==> src/rtl/balun_rx_combiner.sv <==
// rtl/balun_rx_combiner.sv - P/N leg re-alignment, (P-N)/2 combine, DC offset calibration and removal

// Per-leg skew FIFO: registered ready, no write-through, simultaneous push/pop allowed
module balun_rx_skew_fifo #(
  parameter int W     = 12,
  parameter int DEPTH = 4
) (
  input  logic         clk,
  input  logic         rst_n,
  input  logic         wr_valid,
  input  logic [W-1:0] wr_data,
  output logic         wr_ready,
  input  logic         rd_pop,
  output logic         rd_nonempty,
  output logic [W-1:0] rd_data
);
  localparam int AW = $clog2(DEPTH);
  localparam int CW = AW + 1;
  localparam logic [CW-1:0] FULL_CNT = CW'(DEPTH);

  logic [W-1:0]  mem_q [DEPTH];
  logic [W-1:0]  mem_d [DEPTH];
  logic [AW-1:0] wptr_q, wptr_d;
  logic [AW-1:0] rptr_q, rptr_d;
  logic [CW-1:0] cnt_q, cnt_d;
  logic          ready_q, ready_d;
  logic          wr_en, rd_en;

  // Next-state for storage, pointers and occupancy; ready follows the next occupancy
  always_comb begin
    wr_en  = wr_valid && ready_q;
    rd_en  = rd_pop && (cnt_q != '0);
    mem_d  = mem_q;
    wptr_d = wptr_q;
    rptr_d = rptr_q;
    cnt_d  = cnt_q;
    if (wr_en) begin
      mem_d[wptr_q] = wr_data;
      wptr_d        = wptr_q + 1'b1;
    end
    if (rd_en) begin
      rptr_d = rptr_q + 1'b1;
    end
    case ({wr_en, rd_en})
      2'b10:   cnt_d = cnt_q + 1'b1;
      2'b01:   cnt_d = cnt_q - 1'b1;
      default: cnt_d = cnt_q;
    endcase
    ready_d = (cnt_d != FULL_CNT);
  end

  // Sample storage carries no reset; occupancy gates every read
  always_ff @(posedge clk) begin
    mem_q <= mem_d;
  end

  // Pointer, occupancy and ready registers
  always_ff @(posedge clk or negedge rst_n) begin
    if (!rst_n) begin
      wptr_q  <= '0;
      rptr_q  <= '0;
      cnt_q   <= '0;
      ready_q <= 1'b1;
    end else begin
      wptr_q  <= wptr_d;
      rptr_q  <= rptr_d;
      cnt_q   <= cnt_d;
      ready_q <= ready_d;
    end
  end

  assign wr_ready    = ready_q;
  assign rd_nonempty = (cnt_q != '0);
  assign rd_data     = mem_q[rptr_q];
endmodule

module balun_rx_combiner #(
  parameter int W          = 12,
  parameter int SKEW_DEPTH = 4,
  parameter int CAL_LOG2   = 4
) (
  input  logic         clk,
  input  logic         rst_n,
  input  logic         p_valid,
  input  logic [W-1:0] p_data,
  output logic         p_ready,
  input  logic         n_valid,
  input  logic [W-1:0] n_data,
  output logic         n_ready,
  output logic         out_valid,
  output logic [W-1:0] out_data,
  output logic         out_sat,
  input  logic         out_ready,
  input  logic         cal_start,
  output logic         cal_busy,
  output logic         cal_done,
  output logic [W-1:0] offset
);
  localparam int ACC_W = W + CAL_LOG2;

  typedef enum logic [1:0] {
    ST_IDLE,
    ST_ACCUM,
    ST_LOAD
  } state_t;

  logic [W-1:0]        p_head, n_head;
  logic                p_nonempty, n_nonempty;
  logic                consumer_ready;
  logic                pop;

  logic [W:0]          diff;
  logic [W-1:0]        half;
  logic [W:0]          corr;
  logic [W-1:0]        sat_data;
  logic                sat_flag;

  state_t              state_q, state_d;
  logic [ACC_W-1:0]    acc_q, acc_d;
  logic [CAL_LOG2-1:0] cal_cnt_q, cal_cnt_d;
  logic [W-1:0]        offset_q, offset_d;
  logic                cal_busy_q, cal_busy_d;
  logic                cal_done_q, cal_done_d;
  logic                out_valid_q, out_valid_d;
  logic [W-1:0]        out_data_q, out_data_d;
  logic                out_sat_q, out_sat_d;

  balun_rx_skew_fifo #(.W(W), .DEPTH(SKEW_DEPTH)) u_p_fifo (
    .clk         (clk),
    .rst_n       (rst_n),
    .wr_valid    (p_valid),
    .wr_data     (p_data),
    .wr_ready    (p_ready),
    .rd_pop      (pop),
    .rd_nonempty (p_nonempty),
    .rd_data     (p_head)
  );

  balun_rx_skew_fifo #(.W(W), .DEPTH(SKEW_DEPTH)) u_n_fifo (
    .clk         (clk),
    .rst_n       (rst_n),
    .wr_valid    (n_valid),
    .wr_data     (n_data),
    .wr_ready    (n_ready),
    .rd_pop      (pop),
    .rd_nonempty (n_nonempty),
    .rd_data     (n_head)
  );

  // Pair pop: both legs present and the current consumer (output reg or accumulator) can take it
  always_comb begin
    case (state_q)
      ST_IDLE:  consumer_ready = !out_valid_q || out_ready;
      ST_ACCUM: consumer_ready = 1'b1;
      default:  consumer_ready = 1'b0;
    endcase
    pop = p_nonempty && n_nonempty && consumer_ready;
  end

  // Combine: h = (p - n) >>> 1 always fits W bits; y = h - offset is clipped back to W bits
  always_comb begin
    diff     = {p_head[W-1], p_head} - {n_head[W-1], n_head};
    half     = diff[W:1];
    corr     = {half[W-1], half} - {offset_q[W-1], offset_q};
    sat_flag = (corr[W] != corr[W-1]);
    if (!sat_flag) begin
      sat_data = corr[W-1:0];
    end else if (corr[W]) begin
      sat_data = {1'b1, {(W-1){1'b0}}};
    end else begin
      sat_data = {1'b0, {(W-1){1'b1}}};
    end
  end

  // Calibration FSM and output register next-state
  always_comb begin
    state_d     = state_q;
    acc_d       = acc_q;
    cal_cnt_d   = cal_cnt_q;
    offset_d    = offset_q;
    cal_busy_d  = cal_busy_q;
    cal_done_d  = 1'b0;
    out_valid_d = out_valid_q && !out_ready;
    out_data_d  = out_data_q;
    out_sat_d   = out_sat_q;
    case (state_q)
      ST_IDLE: begin
        if (pop) begin
          out_valid_d = 1'b1;
          out_data_d  = sat_data;
          out_sat_d   = sat_flag;
        end
        if (cal_start) begin
          state_d    = ST_ACCUM;
          acc_d      = '0;
          cal_cnt_d  = '0;
          cal_busy_d = 1'b1;
        end
      end
      ST_ACCUM: begin
        if (pop) begin
          acc_d     = acc_q + {{CAL_LOG2{half[W-1]}}, half};
          cal_cnt_d = cal_cnt_q + 1'b1;
          if (cal_cnt_q == '1) begin
            state_d    = ST_LOAD;
            cal_done_d = 1'b1;
          end
        end
      end
      ST_LOAD: begin
        offset_d   = acc_q[ACC_W-1:CAL_LOG2];
        cal_busy_d = 1'b0;
        state_d    = ST_IDLE;
      end
      default: begin
        state_d = ST_IDLE;
      end
    endcase
  end

  // Control and output registers
  always_ff @(posedge clk or negedge rst_n) begin
    if (!rst_n) begin
      state_q     <= ST_IDLE;
      acc_q       <= '0;
      cal_cnt_q   <= '0;
      offset_q    <= '0;
      cal_busy_q  <= 1'b0;
      cal_done_q  <= 1'b0;
      out_valid_q <= 1'b0;
      out_data_q  <= '0;
      out_sat_q   <= 1'b0;
    end else begin
      state_q     <= state_d;
      acc_q       <= acc_d;
      cal_cnt_q   <= cal_cnt_d;
      offset_q    <= offset_d;
      cal_busy_q  <= cal_busy_d;
      cal_done_q  <= cal_done_d;
      out_valid_q <= out_valid_d;
      out_data_q  <= out_data_d;
      out_sat_q   <= out_sat_d;
    end
  end

  assign out_valid = out_valid_q;
  assign out_data  = out_data_q;
  assign out_sat   = out_sat_q;
  assign cal_busy  = cal_busy_q;
  assign cal_done  = cal_done_q;
  assign offset    = offset_q;
endmodule

==> config.mk <==
export PLATFORM = sky130hd
export DESIGN_NAME = balun_rx_combiner
export DESIGN_NICKNAME = d
export VERILOG_FILES = /design/src/rtl/balun_rx_combiner.sv
export SDC_FILE = /design/constraint.sdc
export NUM_CORES = 1
export LEC_CHECK = 0
export BUFFER_PORTS_ARGS = -buffer_cell sky130_fd_sc_hd__buf_2
export CORE_UTILIZATION = 30
export CTS_CLUSTER_SIZE = 14
export DETAILED_ROUTE_END_ITERATION = 6
export GPL_ROUTABILITY_DRIVEN = 0
export GPL_TIMING_DRIVEN = 0
export SYNTH_ARGS = -nofsm -noshare
export SYNTH_HDL_FRONTEND = slang
export SYNTH_SLANG_ARGS = --single-unit
==> constraint.sdc <==
create_clock -name clk -period 7.4 [get_ports clk]
set_input_delay 0.74 -clock clk [delete_from_list [all_inputs] [get_ports clk]]
set_output_delay 0.74 -clock clk [all_outputs]
set_load 0.01 [all_outputs]
==> metrics.txt <==
status finished clean; initial DRC count 373; reg-to-reg startpoint u_p_fifo.rptr_q[0]$_DFFE_PN0P_; starting density of the core between 30 and 40%; flop and latch count out of synthesis 162; pins over their slew limit 0; post-synth top area cell edfxtp_1; crit path max fanout 10; clock sink total around 160; Netlist cell types 61; post-synth top area share 35.4%; Area contributors post-synth edfxtp_1, dfrtp_1, ha_1; first-pass GRT wire length 27.4 mm; cts hold-fix bufs 0; Die Span X 167 µm; min Tclk post-route roughly 5500 ps; reg2reg end out_data[10]$_DFFE_PN0P_; Final ANT Viol Nets 0; vias in the first global route 5,161; average wire per standard cell around 16 µm; layout cells sized above 1 19.6%; First-pass DRT Iterations 5; core area 26,400 µm²; DR DRC count 0; Syn Inst Count 653; Hold/Removal Path Class in2async; Die H approximately 170 µm; CP arrival 5830 ps; CP startpoint u_p_fifo.rptr_q[0]$_DFFE_PN0P_; Worst setup SP type flop; Vias/cell 4.83; Synth Area per Inst 12.5 µm²; Layout Area Growth over Synthesis 16.7%; antenna violations before repair 0; final hold vios 0; Post-Syn Area 8150 µm²; CP required 7710 ps; Num CTS Buffers 17; via count approximately 5,200; internal reg-to-reg setup slack 1880 ps; Root Driver clkbuf_16; antenna cells 0; H-Tree Depth 4; Worst-Skew Late Latency 440 ps; GRT Util Overall 12.8%; Final nets 817; pin count of the biggest net entering global routing 65; full die area roughly 28,000 µm²; final count of negative-setup-slack endpoints 0; ys async rst share 40.7%; Yosys Warn Count 0; I/O Buffers 59; reg2reg path depth 20; GRT overflow 0; cells resized by post-CTS repair 0; post-CTS setup buffer count 0; top_reg_cell synth edfxtp_1; detailed placement HPWL 12.5 mm; setup_tns 0 ps; period utilization 74.6%; number of synthesized flops with an enable pin 96; Core Rows between 50 and 60; Total Wirelength 17.1 mm; Boundary Pins 60; Rel. slew slack 44.5%; maximum clock path buffer count 2; CTS clk-pin slew, worst paths ~70 ps; Syn Nets 737; Setup CP Type reg2reg; clock skew 16.3 ps; Worst setup EP type flop; Worst-Margin Slew approximately 830 ps; Max Cap Viol 0; RSZ-0062 raised after global routing false; post-synthesis sequential area ratio a little under three fifths; CTS tree yes; fmax 0.181 GHz
-- layout make-up --
cell class	count	area, µm²
Clock inverter	15	183
Multi-Input combinational cell	422	3330
Clock buffer	17	425
Sequential cell	162	4540
Timing Repair Buffer	61	333
Tap cell	335	419
Buffer	17	81.3
Fill cell	2548	16800
Inverter	52	195
-- metrics by stage --
step                worst slack, ps  std cells  area, µm²  hold WS, ps  utilization [%]
floorplan                      2770        653       8150          444                -
global placement               1930       1047       8860          466             33.6
detailed placement             1890       1048       8890          471             33.7
CTS                            1850       1080       9500         85.6             36.0
global route                   1300       1081       9510         71.5             36.1
finish                         1880       1081       9510          103             36.1
-- worst max-delay path: stages, from the launching register on --
cell,delay [ps]
dfrtp_1,340
buf_6,130
clkbuf_1,580
mux4_2,650
ha_1,370
a21oi_1,170
o21ai_0,150
a31oi_4,180
o21bai_1,100
a21oi_1,230
o21ai_1,100
xnor2_1,410
ha_1,400
a21o_1,190
a21oi_1,240
nor2_1,90
a311oi_2,310
o311ai_4,230
buf_2,240
a21oi_1,180
o21ai_1,90
-- layout by cell type (no fill, tap or decap), types with 3 or more instances in the layout --
cell type,Yosys,layout
o211ai_1,3,3
mux2i_1,4,4
dfrtp_1,64,64
o21ai_0,46,46
nand2b_1,5,5
edfxtp_1,96,96
a21o_1,8,8
fa_1,5,5
or3_1,3,3
clkbuf_1,6,6
nor2_1,27,27
xnor2_1,26,26
clkbuf_16,0,17
o21a_1,4,4
a21oi_1,36,36
mux2_2,3,3
o21bai_1,4,4
clkinv_8,0,3
ha_1,49,49
and3_1,13,13
a21boi_0,3,3
mux4_2,24,24
nand2_1,57,57
buf_2,8,66
nor2b_1,4,4
xor2_1,14,14
nor3_1,6,6
o21ai_1,16,16
nand3_1,21,21
inv_8,0,5
inv_6,0,5
inv_1,52,52
o31ai_1,4,4
-- state kept, by name, indices dropped and copies added, names as in the netlist, 2 cells and up --
signal and count:
acc_q 16, cal_cnt_q 4, offset 12, out_data 12
state_q 2, u_n_fifo.cnt_q 3, u_n_fifo.mem_q 48, u_n_fifo.rptr_q 2
u_n_fifo.wptr_q 2, u_p_fifo.cnt_q 3, u_p_fifo.mem_q 48, u_p_fifo.rptr_q 2
u_p_fifo.wptr_q 2
-- how the worst max path moves through the flow --
stage | end | slack, ps | depth (start not counted)
6_report | out_data[10]$_DFFE_PN0P_ | 1880 | 20
5_1_grt | out_data[0]$_DFFE_PN0P_ | 1300 | 19
4_1_cts | out_data[1]$_DFFE_PN0P_ | 1850 | 19
3_5_place_dp | out_data[0]$_DFFE_PN0P_ | 1890 | 19
3_3_place_gp | out_data[0]$_DFFE_PN0P_ | 1930 | 19
2_1_floorplan | out_data[10]$_DFFE_PN0P_ | 2770 | 20
-- metal layers --
layer  vias to the layer above  routed length (µm)  track usage (%)
met2                       100                7770             19.7
met3                        11                 718             3.73
met1                      2562                8500             17.7
met5                         -                   0                0
li1                       2548                   -                -
met4                         0                 140             3.38
-- kinds of logic (layout without fill, tap and decap cells) --
group / count (synthesis) / count (layout) / share of synthesized area, %
multiplexers: 31 / 31 / 7.54
AND/OR/NAND/NOR: 146 / 146 / 8.43
adder cells (fa/ha/maj): 54 / 54 / 8.75
flip-flops: 162 / 162 / 55.7
buffers and inverters: 69 / 162 / 3.39
AO/OA/AOI/OAI: 151 / 151 / 11.9
XOR/XNOR: 40 / 40 / 4.30
-- cell usage after synthesis, drive strengths merged, types with 4 or more instances --
cell type  count
edfxtp        96
dfrtp         64
o21ai         63
nand2         57
inv           52
ha            49
a21oi         38
nor2          27
xnor2         26
mux4          24
nand3         21
xor2          14
and3          13
buf           11
a21o           8
nor3           7
clkbuf         6
nand2b         6
a21boi         5
fa             5
a211oi         4
mux2i          4
nor2b          4
o211ai         4
o21a           4
o21bai         4
o31ai          4
Power is not shown: default switching activity piles up to over one toggle a cycle in this logic, so the estimate is an artifact.
